`config.mk`:
```
export PLATFORM = sky130hd
export DESIGN_NAME = ca_rule_sequencer
export DESIGN_NICKNAME = d
export VERILOG_FILES = /design/src/rtl/ca_rule_sequencer.sv
export SDC_FILE = /design/constraint.sdc
export NUM_CORES = 1
export LEC_CHECK = 0
export ABC_CLOCK_PERIOD_IN_PS = 2400
export BUFFER_PORTS_ARGS = -buffer_cell sky130_fd_sc_hd__buf_4
export CAP_MARGIN = 20
export CORE_MARGIN = 2
export CORE_UTILIZATION = 54
export DETAILED_ROUTE_END_ITERATION = 12
export HOLD_SLACK_MARGIN = 0.08
export PLACE_DENSITY = 0.75
export SLEW_MARGIN = 20
export SYNTH_ARGS = -nofsm -noshare
export SYNTH_HDL_FRONTEND = slang
export SYNTH_SLANG_ARGS = --single-unit
```
`constraint.sdc`:
```
create_clock -name clk -period 2.4 [get_ports clk]
set_clock_uncertainty 0.1 [all_clocks]
set_input_delay 0.24 -clock clk [delete_from_list [all_inputs] [get_ports clk]]
set_output_delay 0.24 -clock clk [all_outputs]
set_load 0.05 [all_outputs]
```
`src/rtl/ca_rule_sequencer.sv`:
```
`default_nettype none
// ============================================================================
// Module      : ca_rule_sequencer
// Description : Sequences Wolfram rule codes for a cellular-automaton
//               datapath. Software writes a shadow register bank through a
//               valid/ready port. The bank is copied to the active set at
//               each frame_start. While running, the block steps through
//               up to four rule slots every phase_len generation rows, and
//               it can command a seed-row reload at frame boundaries.
// Revision    : 1.0 - initial release
// ============================================================================
module ca_rule_sequencer #(
    parameter int ROW_W = 8
) (
    input  logic             clk,
    input  logic             rst_n,
    input  logic             frame_start,
    input  logic             row_tick,
    input  logic             cfg_valid,
    output logic             cfg_ready,
    input  logic [2:0]       cfg_addr,
    input  logic [7:0]       cfg_data,
    output logic [7:0]       rule,
    output logic [1:0]       slot,
    output logic             seed,
    output logic             running
);

    // ------------------------------------------------------------------------
    // Constants
    // ------------------------------------------------------------------------
    localparam logic [7:0]       c_RULE0_RST = 8'd30;
    localparam logic [7:0]       c_RULE1_RST = 8'd110;
    localparam logic [7:0]       c_RULE2_RST = 8'd90;
    localparam logic [7:0]       c_RULE3_RST = 8'd184;
    localparam logic [2:0]       c_ADDR_PHASE = 3'd4;
    localparam logic [2:0]       c_ADDR_CTRL  = 3'd5;
    localparam logic [ROW_W-1:0] c_ROW_ONE    = ROW_W'(1);

    typedef enum logic [0:0] {
        S_IDLE = 1'b0,
        S_RUN  = 1'b1
    } state_t;

    // ------------------------------------------------------------------------
    // Register declarations
    // ------------------------------------------------------------------------
    // Shadow bank (software visible)
    logic [3:0][7:0]  sh_rule_q,  sh_rule_d;
    logic [ROW_W-1:0] sh_phase_q, sh_phase_d;
    logic             sh_en_q,    sh_en_d;
    logic [1:0]       sh_nsm1_q,  sh_nsm1_d;

    // Active bank (used by the sequencer)
    logic [3:0][7:0]  act_rule_q,  act_rule_d;
    logic [ROW_W-1:0] act_phase_q, act_phase_d;
    logic [1:0]       act_nsm1_q,  act_nsm1_d;

    // Sequencer state
    state_t           state_q,   state_d;
    logic [ROW_W-1:0] row_cnt_q, row_cnt_d;
    logic [1:0]       slot_q,    slot_d;
    logic             pend_q,    pend_d;
    logic             seed_q,    seed_d;
    logic [7:0]       rule_q,    rule_d;

    logic             w_cfg_xfer;
    logic             w_reseed_wr;

    // The shadow-to-active copy happens in the frame_start cycle, so writes
    // are held off then; this also keeps a reseed write from colliding with
    // the pending-flag clear.
    assign cfg_ready   = ~frame_start;
    assign w_cfg_xfer  = cfg_valid & ~frame_start;
    assign w_reseed_wr = w_cfg_xfer & (cfg_addr == c_ADDR_CTRL) & cfg_data[1];

    // Shadow bank next-state: written only by an accepted config transfer
    always_comb begin
        sh_rule_d  = sh_rule_q;
        sh_phase_d = sh_phase_q;
        sh_en_d    = sh_en_q;
        sh_nsm1_d  = sh_nsm1_q;
        if (w_cfg_xfer) begin
            case (cfg_addr)
                3'd0, 3'd1, 3'd2, 3'd3: begin
                    sh_rule_d[cfg_addr[1:0]] = cfg_data;
                end
                c_ADDR_PHASE: begin
                    sh_phase_d = ROW_W'(cfg_data);
                end
                c_ADDR_CTRL: begin
                    sh_en_d   = cfg_data[0];
                    sh_nsm1_d = cfg_data[3:2];
                end
                default: begin
                    // Addresses 6-7 are accepted and discarded.
                end
            endcase
        end
    end

    // Active bank next-state: copied from shadows only at frame_start
    always_comb begin
        act_rule_d  = act_rule_q;
        act_phase_d = act_phase_q;
        act_nsm1_d  = act_nsm1_q;
        if (frame_start) begin
            act_rule_d  = sh_rule_q;
            act_phase_d = sh_phase_q;
            act_nsm1_d  = sh_nsm1_q;
        end
    end

    // Sequencer FSM next-state, row/slot stepping, seed and rule outputs
    always_comb begin
        state_d   = state_q;
        row_cnt_d = row_cnt_q;
        slot_d    = slot_q;
        seed_d    = 1'b0;
        pend_d    = pend_q | w_reseed_wr;

        case (state_q)
            S_IDLE: begin
                row_cnt_d = '0;
                slot_d    = 2'd0;
                if (frame_start && sh_en_q) begin
                    // Entering RUN always starts from a fresh seed row.
                    state_d = S_RUN;
                    seed_d  = 1'b1;
                    pend_d  = 1'b0;
                end
            end
            S_RUN: begin
                if (frame_start) begin
                    // Frame boundary wins over a coincident row_tick.
                    row_cnt_d = '0;
                    slot_d    = 2'd0;
                    if (!sh_en_q) begin
                        state_d = S_IDLE;
                    end else if (pend_q) begin
                        seed_d = 1'b1;
                        pend_d = 1'b0;
                    end
                end else if (row_tick && (act_phase_q != '0)) begin
                    if (row_cnt_q == (act_phase_q - c_ROW_ONE)) begin
                        row_cnt_d = '0;
                        // >= rather than == so an out-of-range slot can
                        // never walk past the configured slot count.
                        if (slot_q >= act_nsm1_q) begin
                            slot_d = 2'd0;
                        end else begin
                            slot_d = slot_q + 2'd1;
                        end
                    end else begin
                        row_cnt_d = row_cnt_q + c_ROW_ONE;
                    end
                end
            end
            default: begin
                state_d = S_IDLE;
            end
        endcase

        // Rule is registered from the next-cycle slot and active bank so that
        // it always agrees with the slot output it is presented alongside.
        if (state_d == S_RUN) begin
            rule_d = act_rule_d[slot_d];
        end else begin
            rule_d = 8'd0;
        end
    end

    // Configuration and active register banks
    always_ff @(posedge clk or negedge rst_n) begin
        if (!rst_n) begin
            sh_rule_q   <= {c_RULE3_RST, c_RULE2_RST, c_RULE1_RST, c_RULE0_RST};
            sh_phase_q  <= '0;
            sh_en_q     <= 1'b0;
            sh_nsm1_q   <= 2'd0;
            act_rule_q  <= {c_RULE3_RST, c_RULE2_RST, c_RULE1_RST, c_RULE0_RST};
            act_phase_q <= '0;
            act_nsm1_q  <= 2'd0;
        end else begin
            sh_rule_q   <= sh_rule_d;
            sh_phase_q  <= sh_phase_d;
            sh_en_q     <= sh_en_d;
            sh_nsm1_q   <= sh_nsm1_d;
            act_rule_q  <= act_rule_d;
            act_phase_q <= act_phase_d;
            act_nsm1_q  <= act_nsm1_d;
        end
    end

    // Sequencer state and registered outputs
    always_ff @(posedge clk or negedge rst_n) begin
        if (!rst_n) begin
            state_q   <= S_IDLE;
            row_cnt_q <= '0;
            slot_q    <= 2'd0;
            pend_q    <= 1'b0;
            seed_q    <= 1'b0;
            rule_q    <= 8'd0;
        end else begin
            state_q   <= state_d;
            row_cnt_q <= row_cnt_d;
            slot_q    <= slot_d;
            pend_q    <= pend_d;
            seed_q    <= seed_d;
            rule_q    <= rule_d;
        end
    end

    assign rule    = rule_q;
    assign slot    = slot_q;
    assign seed    = seed_q;
    assign running = (state_q == S_RUN);

endmodule
`default_nettype wire

```
After elaboration in Yosys (flattened, before gate mapping)
Index checks and enable logic that the tools add are counted.
- input bits: 16
- flip-flop bits (word level): 106
- logic and storage cells: 77
- output and inout port bits: 13
- order comparisons: 4
- bitwise gates (word level): 6
- muxes and demuxes: 29
- add/sub/neg operators: 3
- equal/unequal tests: 7
- reduce and logical (&&, ||, !) cells: 9
- operator list (operator ; number):
    $mux W8 ; 6
    $bwmux W32 ; 1
    $mux W32 ; 1
    $bmux W8 S2 ; 1
    $demux W8 S2 ; 1
    $pmux W8 S2 ; 1
    $mux W1 ; 10
    $add A8 B1 Y8 const B ; 1
    $eq A8 B8 Y1 ; 1
    $mux W2 ; 4
    $reduce_bool A8 Y1 ; 1
    $sub A8 B1 Y8 const B ; 1
    $eq A3 B2 Y1 const B ; 2
    $eq A3 B3 Y1 const B ; 2
    $lt A2 B3 Y1 const B ; 2
    $pmux W1 S2 ; 3
    $reduce_and A2 Y1 ; 3
    $pmux W2 S2 ; 1
    $reduce_or A4 Y1 ; 1
    $and A1 B1 Y1 ; 3
    $eq A3 B1 Y1 const B ; 1
    $logic_and A1 B1 Y1 ; 3
    $logic_not A3 Y1 ; 1
    $ne A3 B2 Y1 const B ; 1
    other kinds (5) ; 6

Logic depth before layout (Yosys ltp)
- depth in word-level cells: 9
- depth in mapped cells: 10
- gate-level depth less buffers: 9

Worst setup path after synthesis
Ideal clock, no wire load.
- path type: register -> register
- start point: register act_phase_q[0]
- end point: register rule_q[0], in the netlist rule[0]
- data arrival time: 2.393 ns
- period minus slack after synthesis: 2.574 ns
- buffers on the path: 0
- library setup time: 0.080 ns
- setup slack: -0.174 ns
- data required time: 2.220 ns
- cell stages (with the launch flop): 10
- cell sequence: dfrtp_1 inv_1 ha_1 nor3b_1 xnor2_1 nor4_4 and4_2 o211ai_2 a311o_4 o211ai_2
- cells in the longest elaborated chain, start to end: 9
- elaborated cells on any way between the ends: 11
- those cells by class: add/sub (1); eq/ne (1); mux (7); reduce/logical (2)
- ends and longest elaborated chain (element ; RTL line ; text):
    start: declaration ; 56 ; logic [ROW_W-1:0] act_phase_q, act_phase_d;
    start signal: assignment ; 189 ; act_phase_q <= act_phase_d;
    $sub A8 B1 Y8 ; 145 ; if (row_cnt_q == (act_phase_q - c_ROW_ONE)) begin
    $eq A8 B8 Y1 ; 145 ;
    $mux W2 ; 145 ;
    $mux W2 * ; 144 ; end else if (row_tick && (act_phase_q != '0)) begin
    $mux W2 * ; 134 ; if (frame_start) begin
    $pmux W2 S2 * ; 122 ; case (state_q)
    $bmux W8 S2 * ; 167 ; rule_d = act_rule_d[slot_d];
    $mux W8 (implied by the code) * ; 167 ;
    $mux W8 * ; 166 ; if (state_d == S_RUN) begin
    named net rule_d[0] ; 65 ; logic [7:0] rule_q, rule_d;
    end signal: assignment ; 209 ; rule_q <= rule_d;
    end: declaration ; 65 ;
The timed path passes the listed nets; every way through them passes the cells marked *. The select of a mux whose other input is x is not followed.
A chain may end at the register's enable or synchronous reset.

Worst setup path after layout
- start point: register act_phase_q[2]
- end point: register rule_q[2], in the netlist rule[2]
The elaborated chain is that of the path after synthesis.

==> impl_metrics.json <==
{
  "hold_violations": 0,
  "synth_top_cell_by_area": "dfrtp_1",
  "worst-r2r-setup-slack_ns": -0.01,
  "root_buffer": "clkbuf_8",
  "finalCriticalPeriod_ns": 2.41,
  "fillers": 589,
  "htree_levels": 3,
  "min_to": "sh_rule_q[2]",
  "cap_violations": 0,
  "hold_depth": 3,
  "die_w_um": 98.0,
  "rows": 34,
  "setup_violations": 6,
  "core-area_sq_um": 8640,
  "synth.distinct_cells": 43,
  "setup_ws_ns": -0.0138,
  "cp.required_ns": 2.59,
  "power_uw": 4960,
  "cp_max_fo": 8,
  "io-pin-count": 29,
  "grt_max_degree": 55,
  "wire_per_inst_um": 18.4,
  "place_hpwl_um": 6990,
  "grt_antenna_before_repair": 0,
  "syn_area_sq_um": 4770,
  "period_share_pct": 101,
  "viasPerCell": 5.59,
  "port_buffers": 28,
  "dieArea_sq_um": 9610,
  "drtIter0Drc": 134,
  "startpoint_type": "register",
  "worst_slew_pin_slew_ns": 0.719,
  "cts_buffer_depth": 2,
  "diodes": 0,
  "violations": "setup timing",
  "status": "finished with violations",
  "yosysTopAreaCellShare_pct": 37.7,
  "netlist_instances": 346,
  "ant_nets": 0,
  "start_util_pct": 55.3,
  "relSlewSlack_pct": 52.1,
  "drive_above_1_share_pct": 54.9,
  "gp_congestion": 0.842,
  "path_clk_slew_ns": 0.10,
  "grt_usage_pct": 21.9,
  "drc": 0,
  "cts.sinks": 106,
  "reg2reg_from": "act_phase_q[2]",
  "synth_edf_count": 0,
  "grt_pass1_vias": 3192,
  "syn2layout_area_growth_pct": 22.2,
  "rr_worst_depth": 7,
  "critical_path_class": "reg -> reg",
  "nets": 446,
  "wl_um": 9900,
  "hold_path_class": "in -> reg",
  "chipHeight_um": 98.0,
  "post-place-ws_ns": -0.121,
  "yosysSeqAreaShare_pct": 56.4,
  "syn_avg_cell_area_sq_um": 13.8,
  "route.vias.total": 3009,
  "synthFlopType": "dfrtp_1",
  "synth-seq-cells": 106,
  "grt_pass1_wl_um": 16500,
  "leakage_uw": 0.00252,
  "synthTopCellsByArea": "dfrtp_1, mux2_2, dfstp_2",
  "critPathArrivalTime_ns": 2.60,
  "ys_async_sr_fraction_pct": 100,
  "yosysWarningCount": 0,
  "rsz0062_at_grt": "yes",
  "slew_viol_final": 0,
  "drt_first_pass_iters": 4,
  "clock_latency_ns": 0.37,
  "grt_remaining_overflow": 0,
  "end_kind": "register",
  "numCtsBuffers": 9,
  "hold_start": "cfg_addr[0]",
  "reg2reg_to": "rule[2]",
  "syn-num-nets": 367,
  "fmax_mhz": 414,
  "cts_tree": "yes",
  "p_per_area_nw_per_um2": 851,
  "worst_ir_drop_vdd_mv": 0.500
}
==> state kept, by name, indices dropped and copies added (netlist names) <==
name / count
pend_q: 1
act_nsm1_q: 2
sh_rule_q: 32
seed: 1
sh_nsm1_q: 2
sh_phase_q: 8
running: 1
act_phase_q: 8
rule: 8
act_rule_q: 32
sh_en_q: 1
slot: 2
row_cnt_q: 8
==> worst max-delay path, stage by stage (launching register included) <==
cell	delay, ns
dfrtp_2	0.48
xor2_1	0.26
mux2_4	0.35
o22ai_4	0.21
and4_4	0.26
o211ai_2	0.10
a311o_4	0.41
o211ai_2	0.17
==> metrics by stage <==
stage / cells / setup TNS (ns) / hold WS, ns / utilization (%) / instance area, sq um
after floorplan: 346 / -0.681 / -0.156 / - / 4780
after global placement: 506 / -0.391 / 0.233 / 62.2 / 5370
after detailed placement: 506 / -0.887 / 0.239 / 62.2 / 5370
after CTS: 533 / -0.0249 / 0.170 / 66.2 / 5720
after global routing: 538 / -1.13 / 0.190 / 67.6 / 5830
final: 538 / -0.0417 / 0.189 / 67.6 / 5830
==> metal layers <==
layer	routed length, um	track usage, %	part of all wire, %
met2	4840	34.8	49
met3	467	4.65	4.7
met1	4350	30.7	44
met4	243	6.52	2.5
met5	0	0	0
==> layout by cell type (no fill, tap or decap), drive strengths merged, types with 2 or more instances in the layout <==
| cell type | count |
|---|---|
| mux2 | 84 |
| xor2 | 7 |
| bufinv | 2 |
| dfstp | 34 |
| o21ai | 14 |
| dlygate4sd3 | 10 |
| nand2b | 3 |
| and4 | 2 |
| nor2 | 9 |
| nand4 | 5 |
| mux2i | 8 |
| inv | 12 |
| clkinvlp | 2 |
| a21oi | 4 |
| clkbuf | 9 |
| nor3 | 7 |
| ha | 5 |
| dfrtp | 72 |
| xnor2 | 9 |
| nand2 | 14 |
| o211ai | 10 |
| buf | 69 |
| nor4 | 4 |
| a21o | 9 |
| nand3 | 11 |
==> cell type report <==
type | count | area (sq um) | area share [%]
sequential | 106 | 2700 | 46.2
multi-input combinational | 220 | 2080 | 35.7
timing repair buffer | 79 | 654 | 11.2
tap | 108 | 135 | 2.32
clock buffer | 9 | 124 | 2.12
clock inverter | 7 | 109 | 1.87
inverter | 9 | 33.8 | 0.579
==> repair_timing <==
action                                 CTS  global route
gates resized for setup                  3            14
buffers inserted                         1             5
pin swaps                                9             6
setup endpoints to repair                8            13
endpoints found under the hold margin   69             0
gates cloned                             0             0
hold buffers                            10             0
==> cells in the mapped netlist, types with 2 or more instances <==
| master | n |
|---|---|
| nor2_1 | 9 |
| o21ai_0 | 14 |
| mux2i_1 | 8 |
| buf_2 | 2 |
| dfstp_2 | 34 |
| ha_1 | 5 |
| xor2_1 | 7 |
| xnor2_1 | 9 |
| nand3_1 | 10 |
| clkbuf_1 | 8 |
| o211ai_2 | 10 |
| nor4_4 | 3 |
| a21oi_1 | 4 |
| nand2_1 | 14 |
| nor3_1 | 6 |
| mux2_2 | 84 |
| nand2b_1 | 3 |
| nand4_1 | 4 |
| dfrtp_1 | 72 |
| inv_1 | 9 |
| a21o_1 | 9 |
==> power by group <==
part	internal (uW)	total (uW)	switching, uW
registers	2280	2460	184
logic	635	1260	629
clock network	609	1240	631
==> worst max-delay path by stage <==
stage,startpoint,to,slack (ns)
floorplan,act_phase_q[3],rule[0],-0.09
global placement,act_phase_q[1],rule[2],-0.05
detailed placement,act_phase_q[0],rule[4],-0.12
CTS,act_phase_q[5],rule[3],-0.007
global route,act_phase_q[5],rule[2],-0.15
finish,act_phase_q[2],rule[2],-0.01
==> cell families (layout without fill, tap and decap cells) <==
group                    Yosys count  in the layout  synth area share (%)
multiplexers                      92             92                  21.5
adder cells (fa/ha/maj)            5              5                  1.31
AO/OA/AOI/OAI                     46             46                  8.18
XOR/XNOR                          16             16                  2.94
AND/OR/NAND/NOR                   61             61                  8.02
flip-flops                       106            106                  56.4
buffers and inverters             20            104                  1.62
No activity file was read; power rests on OpenSTA's default activity.
